### src/rtl/receive_frame_pkg.sv
// receive_frame_pkg: shared frame constants, parser states and byte-time helper.
// Rev 1.0
`default_nettype none

package receive_frame_pkg;

  typedef enum logic [2:0] {
    ST_HUNT  = 3'd0,
    ST_ADDR  = 3'd1,
    ST_LEN   = 3'd2,
    ST_DATA  = 3'd3,
    ST_SUM   = 3'd4,
    ST_DRAIN = 3'd5
  } state_t;

  localparam logic [7:0] SYNC_DEFAULT = 8'hA5;

  // One UART byte is 10 bit times (start + 8 data + stop).
  function automatic int byte_cycles(input int freq, input int baud);
    return (10 * freq) / baud;
  endfunction

endpackage

`default_nettype wire

### src/rtl/receive_frame_buffer.sv
// receive_frame_buffer: DEPTH x 8 payload RAM, one write port, one registered read port.
// Rev 1.0
`default_nettype none

module receive_frame_buffer #(
  parameter int DEPTH = 16,
  parameter int AW    = 4
) (
  input  logic          clk,
  input  logic          rst,
  input  logic          we_i,
  input  logic [AW-1:0] waddr_i,
  input  logic [7:0]    wdata_i,
  input  logic          re_i,
  input  logic [AW-1:0] raddr_i,
  output logic [7:0]    rdata_o
);

  logic [7:0] mem_q [DEPTH];
  logic [7:0] rdata_q;

  always_ff @(posedge clk) begin
    if (we_i) begin
      mem_q[waddr_i] <= wdata_i;
    end
  end

  // Read data holds between reads so the output byte stays stable while stalled.
  always_ff @(posedge clk or posedge rst) begin
    if (rst) begin
      rdata_q <= 8'd0;
    end else if (re_i) begin
      rdata_q <= mem_q[raddr_i];
    end
  end

  assign rdata_o = rdata_q;

endmodule

`default_nettype wire

### src/rtl/receive_frame.sv
// receive_frame: hunts SYNC, parses ADDR/LEN/payload/SUM, replays checksum-clean payloads.
// Rev 1.0
`default_nettype none

module receive_frame
  import receive_frame_pkg::*;
#(
  parameter int         BAUD  = 9600,
  parameter int         FREQ  = 12000000,
  parameter logic [7:0] SYNC  = SYNC_DEFAULT,
  parameter int         DEPTH = 16,
  parameter int         GAP   = 4
) (
  input  logic       clk,
  input  logic       rst,
  input  logic       in_stb,
  input  logic [7:0] in_dat,
  input  logic       in_err,
  output logic       in_rdy,
  output logic       out_stb,
  output logic [7:0] out_dat,
  output logic [7:0] out_adr,
  output logic       out_lst,
  input  logic       out_rdy,
  output logic       ok,
  output logic       bad
);

  localparam int         AW      = $clog2(DEPTH);
  localparam int         CW      = AW + 1;
  localparam int         LIMIT   = GAP * byte_cycles(FREQ, BAUD);
  localparam int         TW      = $clog2(LIMIT + 1);
  localparam logic [8:0] DEPTH_W = 9'(DEPTH);

  state_t          state_q, state_d;
  logic [7:0]      adr_q, adr_d;
  logic [7:0]      sum_q, sum_d;
  logic [CW-1:0]   len_q, len_d;
  logic [CW-1:0]   wp_q, wp_d;
  logic [CW-1:0]   rp_q, rp_d;
  logic [TW-1:0]   timer_q, timer_d;
  logic            stb_q, stb_d;
  logic            lst_q, lst_d;
  logic            ok_q, ok_d;
  logic            bad_q, bad_d;

  logic            w_acc;
  logic            w_active;
  logic            w_abort;
  logic            w_we;
  logic            w_re;
  logic [7:0]      w_sum;
  logic [7:0]      w_rdata;

  assign in_rdy   = (state_q != ST_DRAIN);
  assign w_acc    = in_stb && in_rdy;
  assign w_active = (state_q == ST_ADDR) || (state_q == ST_LEN) ||
                    (state_q == ST_DATA) || (state_q == ST_SUM);
  assign w_sum    = sum_q + in_dat;

  always_comb begin
    state_d = state_q;
    adr_d   = adr_q;
    sum_d   = sum_q;
    len_d   = len_q;
    wp_d    = wp_q;
    rp_d    = rp_q;
    timer_d = timer_q;
    stb_d   = stb_q;
    lst_d   = lst_q;
    ok_d    = 1'b0;
    bad_d   = 1'b0;
    w_we    = 1'b0;
    w_re    = 1'b0;
    w_abort = 1'b0;

    if (w_active) begin
      timer_d = w_acc ? '0 : timer_q + TW'(1);
    end

    unique case (state_q)
      ST_HUNT: begin
        if (w_acc && (in_dat == SYNC)) state_d = ST_ADDR;
      end
      ST_ADDR: begin
        if (w_acc) begin
          adr_d   = in_dat;
          sum_d   = in_dat;
          state_d = ST_LEN;
        end
      end
      ST_LEN: begin
        if (w_acc) begin
          if ((in_dat == 8'd0) || ({1'b0, in_dat} > DEPTH_W)) begin
            w_abort = 1'b1;
          end else begin
            len_d   = CW'(in_dat);
            sum_d   = w_sum;
            state_d = ST_DATA;
          end
        end
      end
      ST_DATA: begin
        if (w_acc) begin
          w_we  = 1'b1;
          wp_d  = wp_q + CW'(1);
          sum_d = w_sum;
          if (wp_q == len_q - CW'(1)) state_d = ST_SUM;
        end
      end
      ST_SUM: begin
        if (w_acc) begin
          if (w_sum == 8'd0) begin
            ok_d    = 1'b1;
            state_d = ST_DRAIN;
          end else begin
            w_abort = 1'b1;
          end
        end
      end
      ST_DRAIN: begin
        // Fetch the next byte whenever the output slot is empty or being consumed.
        w_re = (rp_q != len_q) && (!stb_q || out_rdy);
        if (w_re) begin
          rp_d  = rp_q + CW'(1);
          stb_d = 1'b1;
          lst_d = (rp_q == len_q - CW'(1));
        end else if (stb_q && out_rdy) begin
          stb_d = 1'b0;
          lst_d = 1'b0;
          if (lst_q) begin
            state_d = ST_HUNT;
            wp_d    = '0;
            rp_d    = '0;
          end
        end
      end
      default: state_d = ST_HUNT;
    endcase

    if (w_active && (in_err || (!w_acc && (timer_q == TW'(LIMIT - 1))))) begin
      w_abort = 1'b1;
    end

    if (w_abort) begin
      bad_d   = 1'b1;
      ok_d    = 1'b0;
      state_d = ST_HUNT;
      wp_d    = '0;
      timer_d = '0;
      w_we    = 1'b0;
    end
  end

  always_ff @(posedge clk or posedge rst) begin
    if (rst) begin
      state_q <= ST_HUNT;
      adr_q   <= 8'd0;
      sum_q   <= 8'd0;
      len_q   <= '0;
      wp_q    <= '0;
      rp_q    <= '0;
      timer_q <= '0;
      stb_q   <= 1'b0;
      lst_q   <= 1'b0;
      ok_q    <= 1'b0;
      bad_q   <= 1'b0;
    end else begin
      state_q <= state_d;
      adr_q   <= adr_d;
      sum_q   <= sum_d;
      len_q   <= len_d;
      wp_q    <= wp_d;
      rp_q    <= rp_d;
      timer_q <= timer_d;
      stb_q   <= stb_d;
      lst_q   <= lst_d;
      ok_q    <= ok_d;
      bad_q   <= bad_d;
    end
  end

  receive_frame_buffer #(
    .DEPTH (DEPTH),
    .AW    (AW)
  ) u_buffer (
    .clk     (clk),
    .rst     (rst),
    .we_i    (w_we),
    .waddr_i (wp_q[AW-1:0]),
    .wdata_i (in_dat),
    .re_i    (w_re),
    .raddr_i (rp_q[AW-1:0]),
    .rdata_o (w_rdata)
  );

  assign out_stb = stb_q;
  assign out_dat = w_rdata;
  assign out_adr = adr_q;
  assign out_lst = lst_q;
  assign ok      = ok_q;
  assign bad     = bad_q;

endmodule

`default_nettype wire

### config.mk
export PLATFORM = sky130hd
export DESIGN_NAME = receive_frame
export DESIGN_NICKNAME = d
export VERILOG_FILES = /design/src/rtl/receive_frame_pkg.sv /design/src/rtl/receive_frame_buffer.sv /design/src/rtl/receive_frame.sv
export SDC_FILE = /design/constraint.sdc
export NUM_CORES = 1
export LEC_CHECK = 0
export CELL_PAD_IN_SITES_DETAIL_PLACEMENT = 1
export CELL_PAD_IN_SITES_GLOBAL_PLACEMENT = 1
export CORE_MARGIN = 4
export CORE_UTILIZATION = 57
export CTS_BUF_LIST = sky130_fd_sc_hd__clkbuf_8
export CTS_CLUSTER_SIZE = 12
export DETAILED_ROUTE_END_ITERATION = 7
export HOLD_SLACK_MARGIN = 0.02
export PLACE_DENSITY = 0.95
export SETUP_SLACK_MARGIN = 0.1
export SKIP_CTS_REPAIR_TIMING = 1
export SLEW_MARGIN = 5
export SYNTH_ARGS = -nofsm -noshare
export SYNTH_HDL_FRONTEND = slang
export SYNTH_SLANG_ARGS = --single-unit
### constraint.sdc
create_clock -name clk -period 6.5 [get_ports clk]
set_clock_uncertainty 0.05 [all_clocks]
set_input_delay 0.975 -clock clk [delete_from_list [all_inputs] [get_ports clk]]
set_output_delay 0.975 -clock clk [all_outputs]
set_load 0.02 [all_outputs]
==> flow_metrics.env <==
export IMPL_io_pins=34
export IMPL_clkLatencyLatePin_ps=460
export IMPL_p_int_w=0.00204
export IMPL_r2r_end="u_buffer.mem_q[3][2]$_DFFE_PP_"
export IMPL_grt_overflow=0
export IMPL_syn_nets=640
export IMPL_setup_tns_ps=0
export IMPL_slew_headroom_pct=5.72
export IMPL_coreArea_mm2=0.0148
export IMPL_cp_start_kind="input pin"
export IMPL_worstSetupEndpointType="flip-flop"
export IMPL_syn_area_per_cell_um2=14.2
export IMPL_fmax_mhz=225
export IMPL_start_util_pct=59.1
export IMPL_synth_ff_type="edfxtp_1"
export IMPL_cts_path_max_buffers=2
export IMPL_ys_seq_elements=190
export IMPL_power_frac_comb_pct=25.8
export IMPL_antenna_found_initial=0
export IMPL_layout_common_cells="edfxtp_1, nor2_1, dfrtp_1"
export IMPL_fin_crit_sh_pct=68.4
export IMPL_grt_pass1_wl_um=37100
export IMPL_p_switching_w=0.00102
export IMPL_async_flop_share_pct=32.6
export IMPL_reg2reg_from="state_q[1]$_DFFE_PP0P_"
export IMPL_maxCapViolations=0
export IMPL_hold_path_class="flip-flop to flip-flop"
export IMPL_globalplace_congestion=0.884
export IMPL_wirelength_um=23700
export IMPL_num_rows=44
export IMPL_seq_area_frac_synth_pct=61.9
export IMPL_seq_power_share_pct=48.0
export IMPL_ys_warn_count=0
export IMPL_hpwl_um=15800
export IMPL_drtAntennaViolNets=0
export IMPL_slew_viol_final=0
export IMPL_diodes=0
export IMPL_yosysUniqueCellTypes=64
export IMPL_io_buffers=33
export IMPL_setup_viol=0
export IMPL_viasPerCell=6.71
export IMPL_vias=5647
export IMPL_timing_final_hold_violations=0
export IMPL_grt_usage_pct=28.4
export IMPL_r2r_setup_slack_ps=3030
export IMPL_die_h_um=132
export IMPL_clkPwrFrac_pct=26.2
export IMPL_cts_made_buffers=17
export IMPL_die_w_um=132
export IMPL_drtPass1Iterations=5
export IMPL_crit_arrival_ps=4480
export IMPL_worstMarginPinSlew_ps=1380
export IMPL_startpoint="in_dat[0]"
export IMPL_drive_gt1_share_pct=17.2
export IMPL_grt_max_degree=63
export IMPL_syn_instance_count=612
export IMPL_syn_area_mm2=0.00871
export IMPL_root_buffer="clkbuf_8"
export IMPL_die_area_mm2=0.0173
export IMPL_crit_required_ps=6530
export IMPL_outcome="completed"
export IMPL_worstPathMaxFanout=22
export IMPL_p_leak_nw=3.39
export IMPL_final_cells=842
export IMPL_placed_area_mm2=0.00921
export IMPL_dpl_cell_count=810
export IMPL_final_common_cell="edfxtp_1"
export IMPL_reg2reg_depth=6
export IMPL_crit_type="input pin to flip-flop"
export IMPL_drc=0
export IMPL_crit_path_end="u_buffer.mem_q[3][2]$_DFFE_PP_"
export IMPL_ir_drop_mv=0.222
export IMPL_synth_edf_count=128
export IMPL_p_sw_share_pct=33.3
export IMPL_timing_final_ws_setup_ps=2050
export IMPL_whs_path_depth=1
export IMPL_design_area_mm2=0.00962
export IMPL_drt_iter0_drc=604
export IMPL_cts_sinks=190
export IMPL_synthToLayoutAreaGrowth_pct=10.4
export IMPL_cts_tree="yes"
export IMPL_powerDensity_mw_per_mm2=318
export IMPL_cts_htree_levels=4
export IMPL_nNetsFinal=673
export IMPL_grt_setup_unrepaired="false"
export IMPL_fin_total_pwr_w=0.00306
export IMPL_fin_crit_ps=4450
export IMPL_clkTransAtPathRegs_ps=90
export IMPL_route_detailed_wl_per_inst_um=28.1
export IMPL_grt_pass1_vias=6038
export IMPL_pre_cts_ws_ps=1600
[routing by layer]
layer / routed length [µm] / vias up / share of wire [%] / track usage, %
met5: 0 / - / 0 / 0
met4: 660 / 0 / 2.8 / 7.76
met3: 1680 / 55 / 7.1 / 5.85
met2: 12100 / 309 / 51 / 48.7
met1: 9250 / 2904 / 39 / 37.3
li1: - / 2379 / - / -
[worst max-delay path, stage by stage]
cell and delay (ps):
clkdlybuf4s50_1 970, nor4_1 610, mux2i_1 260, a21oi_4 300
nand4_2 500, nor2_1 850
[worst min-delay path by stage]
stage / start / end / slack, ps
6_report: u_buffer.rdata_o[6]$_DFFE_PP0P_ / u_buffer.rdata_o[6]$_DFFE_PP0P_ / 470
4_1_cts: u_buffer.rdata_o[2]$_DFFE_PP0P_ / u_buffer.rdata_o[2]$_DFFE_PP0P_ / 470
2_1_floorplan: timer_q[1]$_DFFE_PP0P_ / timer_q[1]$_DFFE_PP0P_ / 430
3_3_place_gp: u_buffer.rdata_o[4]$_DFFE_PP0P_ / u_buffer.rdata_o[4]$_DFFE_PP0P_ / 440
3_5_place_dp: u_buffer.rdata_o[1]$_DFFE_PP0P_ / u_buffer.rdata_o[1]$_DFFE_PP0P_ / 450
5_1_grt: u_buffer.rdata_o[1]$_DFFE_PP0P_ / u_buffer.rdata_o[1]$_DFFE_PP0P_ / 480
[registers in the layout (all words and copies together), names as in the netlist]
| signal | count |
|---|---|
| state_q | 3 |
| len_q | 5 |
| u_buffer.mem_q | 128 |
| out_adr | 8 |
| out_stb | 1 |
| timer_q | 16 |
| sum_q | 8 |
| wp_q | 5 |
| bad | 1 |
| u_buffer.rdata_o | 8 |
| ok | 1 |
| rp_q | 5 |
| out_lst | 1 |
[cell usage after synthesis, drive strengths merged (3+ instances only)]
| cell type | number | area share, % |
|---|---|---|
| xor2 | 17 | 1.8 |
| nor4 | 3 | 0.22 |
| nor3 | 11 | 0.75 |
| ha | 14 | 2.0 |
| o21ai | 19 | 1.1 |
| nand2 | 41 | 1.8 |
| xnor2 | 15 | 1.5 |
| mux2i | 6 | 0.69 |
| a211oi | 3 | 0.26 |
| nor4bb | 3 | 0.34 |
| or3 | 3 | 0.22 |
| edfxtp | 128 | 44 |
| nand3 | 16 | 0.92 |
| a31oi | 6 | 0.43 |
| nand2b | 3 | 0.22 |
| buf | 15 | 0.83 |
| and2 | 3 | 0.22 |
| o22ai | 4 | 0.29 |
| nor2 | 68 | 2.9 |
| mux2 | 19 | 2.5 |
| and3 | 6 | 0.43 |
| nand4 | 4 | 0.36 |
| inv | 16 | 0.69 |
| mux4 | 40 | 10 |
| nor4b | 5 | 0.50 |
| nor2b | 7 | 0.50 |
| a21oi | 24 | 1.6 |
| clkbuf | 11 | 0.47 |
| o31ai | 4 | 0.34 |
| o21a | 4 | 0.34 |
| dfrtp | 62 | 18 |
| nor3b | 3 | 0.26 |
[layout make-up]
cell class	instances	area [µm²]
sequential	190	5400
fill	1392	5140
multi-input combinational	379	3140
timing repair buffer	40	383
clock buffer	18	248
tap	184	230
clock inverter	14	156
inverter	17	63.8
[through the flow]
| stage | utilization, % | hold slack, ps |
|---|---|---|
| final | 65.2 | 465 |
| after global routing | 65.2 | 484 |
| after CTS | 65.2 | 469 |
| after detailed placement | 62.4 | 446 |
| after global placement | 62.4 | 439 |
| after floorplan | - | 426 |
[logic make-up after synthesis]
logic type	Yosys count	synth area share [%]
buf+inv	43	2.04
compound gates	83	6.58
fa+ha+maj	15	2.24
simple gates	184	10.4
flops	190	61.9
xor+xnor	32	3.30
mux	65	13.5
[power groups by stage]
stage / clock (W) / sequential, W / combinational (W)
after detailed placement: 0 / 0.00149 / 0.000775
after floorplan: 0 / 0.00148 / 0.000527
final: 0.000801 / 0.00147 / 0.000790
after CTS: 0.000807 / 0.00146 / 0.000786
after global placement: 0 / 0.00148 / 0.000710
after global routing: 0.000862 / 0.00148 / 0.000858
Note: power is estimated with default switching activity, not from simulation.
